<file path="src/rtl/serial_add_ctrl_if.sv">
// serial_add_ctrl_if: requester start/done handshake plus the link to the shared full-adder cell
interface serial_add_ctrl_if #(parameter int WIDTH = 8);
  logic start, cin, busy, done, cout;
  logic fa_a, fa_b, fa_c, fa_s, fa_cout;
  logic [WIDTH-1:0] a, b, sum;
  modport master (
    output start, a, b, cin, fa_s, fa_cout,
    input busy, done, sum, cout, fa_a, fa_b, fa_c
  );
  modport slave (
    input start, a, b, cin, fa_s, fa_cout,
    output busy, done, sum, cout, fa_a, fa_b, fa_c
  );
endinterface

</file>
<file path="src/rtl/serial_add_ctrl.sv">
// serial_add_ctrl: bit-serial add sequencer feeding one operand bit pair per clock to an external full adder
module serial_add_ctrl #(parameter int WIDTH = 8) (
  input logic clk,
  input logic rst,
  serial_add_ctrl_if.slave bus
);
  localparam int CW = $clog2(WIDTH) + 1;
  typedef enum logic [1:0] {IDLE, RUN, DONE} state_t;
  state_t r_state;
  logic [WIDTH-1:0] r_a, r_b, r_sum;
  logic [CW-1:0] r_cnt;
  logic r_carry, r_cout;
  logic w_run;
  assign w_run = r_state == RUN;
  assign bus.fa_a = w_run & r_a[0];
  assign bus.fa_b = w_run & r_b[0];
  assign bus.fa_c = w_run & r_carry;
  assign bus.busy = w_run;
  assign bus.done = r_state == DONE;
  assign bus.sum = r_sum;
  assign bus.cout = r_cout;
  always_ff @(posedge clk)
    if (rst) begin
      r_state <= IDLE;
      r_a <= '0;
      r_b <= '0;
      r_sum <= '0;
      r_cnt <= '0;
      r_carry <= 1'b0;
      r_cout <= 1'b0;
    end else if (r_state == IDLE) begin
      if (bus.start) begin
        r_a <= bus.a;
        r_b <= bus.b;
        r_carry <= bus.cin;
        r_cnt <= '0;
        r_state <= RUN;
      end
    end else if (w_run) begin
      r_sum <= (r_sum >> 1) | (WIDTH'(bus.fa_s) << (WIDTH - 1));
      r_carry <= bus.fa_cout;
      r_a <= r_a >> 1;
      r_b <= r_b >> 1;
      r_cnt <= r_cnt + CW'(1);
      if (r_cnt == CW'(WIDTH - 1)) begin
        r_cout <= bus.fa_cout;
        r_state <= DONE;
      end
    end else
      r_state <= IDLE;
endmodule

</file>
<file path="src/flat_wrapper.sv">
// flat-port wrapper written by rule: the top's interface ports become plain ports
module serial_add_ctrl_flat 
#(parameter int WIDTH = 8)
  (clk, rst, bus_start, bus_a, bus_b, bus_cin, bus_fa_s, bus_fa_cout, bus_busy, bus_done, bus_sum, bus_cout, bus_fa_a, bus_fa_b, bus_fa_c);
  serial_add_ctrl_if #(.WIDTH(WIDTH)) bus_i ();
  input logic clk;
  input logic rst;
  input wire logic [$bits(bus_i.start)-1:0] bus_start;
  input wire logic [$bits(bus_i.a)-1:0] bus_a;
  input wire logic [$bits(bus_i.b)-1:0] bus_b;
  input wire logic [$bits(bus_i.cin)-1:0] bus_cin;
  input wire logic [$bits(bus_i.fa_s)-1:0] bus_fa_s;
  input wire logic [$bits(bus_i.fa_cout)-1:0] bus_fa_cout;
  output wire logic [$bits(bus_i.busy)-1:0] bus_busy;
  output wire logic [$bits(bus_i.done)-1:0] bus_done;
  output wire logic [$bits(bus_i.sum)-1:0] bus_sum;
  output wire logic [$bits(bus_i.cout)-1:0] bus_cout;
  output wire logic [$bits(bus_i.fa_a)-1:0] bus_fa_a;
  output wire logic [$bits(bus_i.fa_b)-1:0] bus_fa_b;
  output wire logic [$bits(bus_i.fa_c)-1:0] bus_fa_c;
  assign bus_i.start = bus_start;
  assign bus_i.a = bus_a;
  assign bus_i.b = bus_b;
  assign bus_i.cin = bus_cin;
  assign bus_i.fa_s = bus_fa_s;
  assign bus_i.fa_cout = bus_fa_cout;
  assign bus_busy = bus_i.busy;
  assign bus_done = bus_i.done;
  assign bus_sum = bus_i.sum;
  assign bus_cout = bus_i.cout;
  assign bus_fa_a = bus_i.fa_a;
  assign bus_fa_b = bus_i.fa_b;
  assign bus_fa_c = bus_i.fa_c;
  serial_add_ctrl #(.WIDTH(WIDTH)) u_core (.clk(clk), .rst(rst), .bus(bus_i));
endmodule
</file>
<file path="config.mk">
export PLATFORM = sky130hd
export DESIGN_NAME = serial_add_ctrl_flat
export DESIGN_NICKNAME = d
export VERILOG_FILES = /design/src/rtl/serial_add_ctrl_if.sv /design/src/rtl/serial_add_ctrl.sv /design/src/flat_wrapper.sv
export SDC_FILE = /design/constraint.sdc
export NUM_CORES = 1
export LEC_CHECK = 0
export ABC_AREA = 1
export CAP_MARGIN = 20
export CORE_AREA = 2 2 58 60
export CTS_CLUSTER_SIZE = 14
export DETAILED_ROUTE_END_ITERATION = 16
export DIE_AREA = 0 0 60 62
export PLACE_DENSITY_LB_ADDON = 0.2
export SLEW_MARGIN = 5
export SYNTH_ARGS = -nofsm -noshare
export SYNTH_HDL_FRONTEND = slang
export SYNTH_SLANG_ARGS = --single-unit
</file>
<file path="constraint.sdc">
create_clock -name clk -period 3.1 [get_ports clk]
set_input_delay 0.31 -clock clk [delete_from_list [all_inputs] [get_ports clk]]
set_output_delay 0.31 -clock clk [all_outputs]
set_load 0.05 [all_outputs]
</file>
# Yosys cells after proc, flatten, opt, wreduce, memory -nomap -nowiden
# Index checks and enable logic that the tools add are counted.
# word_totals
register_bits,32
out_inout_bits,14
elab_cells,40
inputBits,22
# op_classes
add_sub_neg,1
n_reduce_logical,6
mux,16
bitwise_logic,5
n_eq_ne,5
# op_table
cell,n
$mux W8,6
$mux W4,3
$mux W2,4
$or A7 B8 Y8,1
$reduce_and A2 Y1,3
$add A4 B1 Y4 const B,1
$eq A4 B3 Y1 const B,1
$and A1 B1 Y1,3
$mux W1,3
$ne A3 B3 Y1 const B,1
$reduce_and A3 Y1,1
$eq A2 B1 Y1 const B,1
$eq A2 B2 Y1 const B,1
$logic_not A2 Y1,1
$ne A2 B2 Y1 const B,1
$reduce_bool A2 Y1,1
$not A1 Y1,1

# Depth between registers and ports, before layout
# depth
depth_word,4
ltp_mapped,7
ltp_nobuf,6

# Worst setup path after synthesis
# OpenSTA, ideal clock, no wires.
# synth_path
kind,reg-to-output
from,register u_core.r_state[0]
to,output bus_fa_a
stages_incl_launch_ff,7
slack_ns,1.312
arrival_ns,1.478
t_required_ns,2.790
n_path_buf,2
cell_sequence,dfxtp_1 > buf_6 > inv_2 > nor2_4 > inv_2 > buf_6 > nor2_1
# synth_via
elab_chain_cells,2
# synth_rtl
item,line,rtl
from (decl),serial_add_ctrl.sv:9,state_t r_state;
from (signal assigned),serial_add_ctrl.sv:24,r_state <= IDLE;
from (signal assigned),serial_add_ctrl.sv:37,r_state <= RUN;
from (signal assigned),serial_add_ctrl.sv:47,r_state <= DONE;
$eq A2 B1 Y1,serial_add_ctrl.sv:14,assign w_run = r_state == RUN;
$and A1 B1 Y1,serial_add_ctrl.sv:15,assign bus.fa_a = w_run & r_a[0];
to (decl),flat_wrapper.sv:18,output wire logic [$bits(bus_i.fa_a)-1:0] bus_fa_a;
# No other way between the ends.

# Worst setup path after layout
# layout_path
from,register u_core.r_state[0]
to,output bus_busy
# layout_via
elab_chain_cells,1
# layout_rtl
item,line,rtl
$eq A2 B1 Y1,serial_add_ctrl.sv:14,
to (decl),flat_wrapper.sv:14,output wire logic [$bits(bus_i.busy)-1:0] bus_busy;
# No other way between the ends.

==> impl_metrics.yaml <==
hold_path:
  holdPathStages: 2
  min_to: "u_core.r_a[7]$_SDFFE_PP0P_"
  hold_class: "register to register"
  min_from: "u_core.r_a[7]$_SDFFE_PP0P_"
clocking:
  cts.clk_slew.worst_paths_ns: 0.10
  cts_resized: 0
  ctsLongestPathBuffers: 2
  clock-sinks: 32
  cts_inserted_buffers: 5
  cts_tree: "built"
  post_cts_buffers: 0
  insertion_delay_ns: 0.34
  ctsRootBufferMaster: "clkbuf_4"
  holdBufCountCts: 0
  h-tree-depth: 2
drt:
  viasPerCell: 4.51
  first_pass_iters: 4
  drt-wirelength-per-cell_um: 9.71
  drt_iter0_drc: 60
  vias: 1376
  remaining_drc_errors: 0
  ant_nets: 0
  finalWirelength_mm: 2.96
setup_path:
  timing_worst_setup_path_type: "register to output pin"
  worst-endpoint-required_ns: 2.79
  worst_setup_path_end_kind: "output pin"
  cp.arrival_ns: 1.88
  critPathLaunchType: "register"
  r2r-start: "u_core.r_state[0]$_SDFFE_PP0P_"
  r2r_setup_slack_ns: 1.57
  path_max_fanout: 17
  ff2ff_path_depth: 5
  r2r_end: "u_core.r_a[5]$_SDFFE_PP0P_"
floorplan:
  initial_core_util_pct: 48.0
  die_x_um: 60
  boundaryPins: 36
  core_area_um2: 3180
  die_area_um2: 3720
  die_height_um: 62
  num_rows: 21
logic_synthesis:
  netlist_area_um2: 1530
  synth-compound-area-share_pct: 11.2
  synth_top_area_cell: "dfxtp_1"
  synth-xor-area-share_pct: 0
  syn_area_per_cell_um2: 6.81
  synth_cells: 224
  ys_types: 18
  synth.area.mux_share_pct: 0
  synth_area_leaders: "dfxtp_1 42%, nand2_1 15%, nor2_1 10%"
  seq_area_frac_synth_pct: 42.0
  synth_simple_gate_area_share_pct: 34.4
  synth_edf_count: 0
  yosysWarningCount: 0
  synth_fa_ha_area_share_pct: 0.820
  synth_top_area_share_pct: 42.0
  synthArstFlopShare_pct: 0
  synth_seq_cells: 32
  synthFlopType: "dfxtp_1"
  synth_top_family_by_area: "simple AND/OR/NAND/NOR gates"
  synth_nets: 247
cells_and_area:
  final_util_pct: 60.5
  syn2layout_area_growth_pct: 26.2
  final_cell_mix: "60 x nand2_1, 42 x nor2_1, 35 x clkdlybuf4s50_1"
  final_cell_area_um2: 1920
  nNetsFinal: 281
  final_common_cell: "nand2_1"
  n_antenna_cell: 0
  instances_no_fill: 305
  drive_gt1_share_pct: 8.11
global_routing:
  grt_start_max_net_pins: 36
  grt_overflow: 0
  grt_pass1_wl_mm: 4.85
  antenna_found_initial: 0
  first_global_vias: 1135
  grt_use_total_pct: 17.6
placement:
  dpl_cell_area_um2: 1870
  place_ws_ns: 1.25
  portBuffers: 35
  finalWeightedCongestion: 0.754
  hpwl_mm: 1.91
  placed_cells: 297
sta:
  fin_tns_setup_ns: 0
  slew_headroom_pct: 47.3
  finalMaxSlewViolations: 0
  finalCritPeriodShare_pct: 70.5
  fin_skew_ns: 0.00901
  worstMarginPinSlew_ns: 0.788
  fmax_mhz: 457
  final-setup-viol-count: 0
  rsz0062_at_grt: "false"
  fin_crit_ns: 2.19
  fin_ws_ns: 0.913
  hold_violations: 0
pwr:
  vdd_drop_max_uv: 344
  p_leak_nw: 0.839
  p_per_area_nw_per_um2: 480
flow_run:
  cap_violations: 0
outcome:
  outcome: "completed"
## state kept, by name (all words and copies together) (netlist names)
signal / flops
u_core.bus.sum: 8
u_core.r_state: 2
u_core.r_cnt: 4
u_core.r_b: 8
u_core.bus.cout: 1
u_core.r_carry: 1
u_core.r_a: 8
## worst max-delay path by stage
stage,from,to,slack [ns]
after floorplan,u_core.r_state[0]$_SDFFE_PP0P_,bus_fa_a,1.31
after global placement,u_core.r_state[0]$_SDFFE_PP0P_,bus_busy,1.28
after detailed placement,bus_start,u_core.r_b[2]$_SDFFE_PP0P_,1.25
after CTS,u_core.r_state[0]$_SDFFE_PP0P_,bus_busy,0.90
after global routing,u_core.r_state[0]$_SDFFE_PP0P_,bus_fa_b,0.82
final,u_core.r_state[0]$_SDFFE_PP0P_,bus_busy,0.91
## kinds of logic (layout without fill, tap and decap cells)
logic type,Yosys count,after routing
adder cells (fa/ha/maj),1,1
AO/OA/AOI/OAI,32,32
AND/OR/NAND/NOR,124,124
buffers and inverters,35,70
flip-flops,32,32
## routing by layer
metal,routed length (µm),global-route usage [%]
met1,1480,22.4
met2,1240,26.9
met3,170,4.76
met4,64,10.5
met5,0,0
## where the power goes
group          leakage [nW]  total [W]  internal (W)  switching, W
registers             0.264   0.000457      0.000444     0.0000130
logic                 0.542   0.000219     0.0000878      0.000131
clock network        0.0326   0.000248      0.000112      0.000137
total                 0.839   0.000924      0.000643      0.000281
## Yosys cell counts (2+ instances only)
cell type / number
a21oi_1: 21
nor2_1: 42
clkbuf_1: 3
inv_2: 3
nand2_1: 60
buf_6: 5
buf_4: 2
nand3_1: 4
dfxtp_1: 32
or2_2: 6
or2_1: 9
o21ai_0: 10
inv_1: 22
## metrics by stage
step	hold slack (ns)	total power (W)
floorplan	0.379	0.000624
global placement	0.451	0.000684
detailed placement	0.452	0.000685
CTS	0.467	0.000934
global route	0.502	0.000977
finish	0.468	0.000924
## layout make-up
class | instances | area [µm²]
Timing Repair Buffer | 37 | 365
Inverter | 25 | 93.8
Multi-Input combinational cell | 157 | 708
Tap cell | 46 | 57.6
Sequential cell | 32 | 641
Clock buffer | 8 | 58.8
Fill cell | 325 | 1250
## critical path, cell delays in order, from the launching register on
cell             delay [ns]
dfxtp_1                0.35
inv_2                  0.06
nor2_4                 0.09
buf_4                  0.21
clkdlybuf4s50_1        0.83
Power figures use the tool's default switching activity.
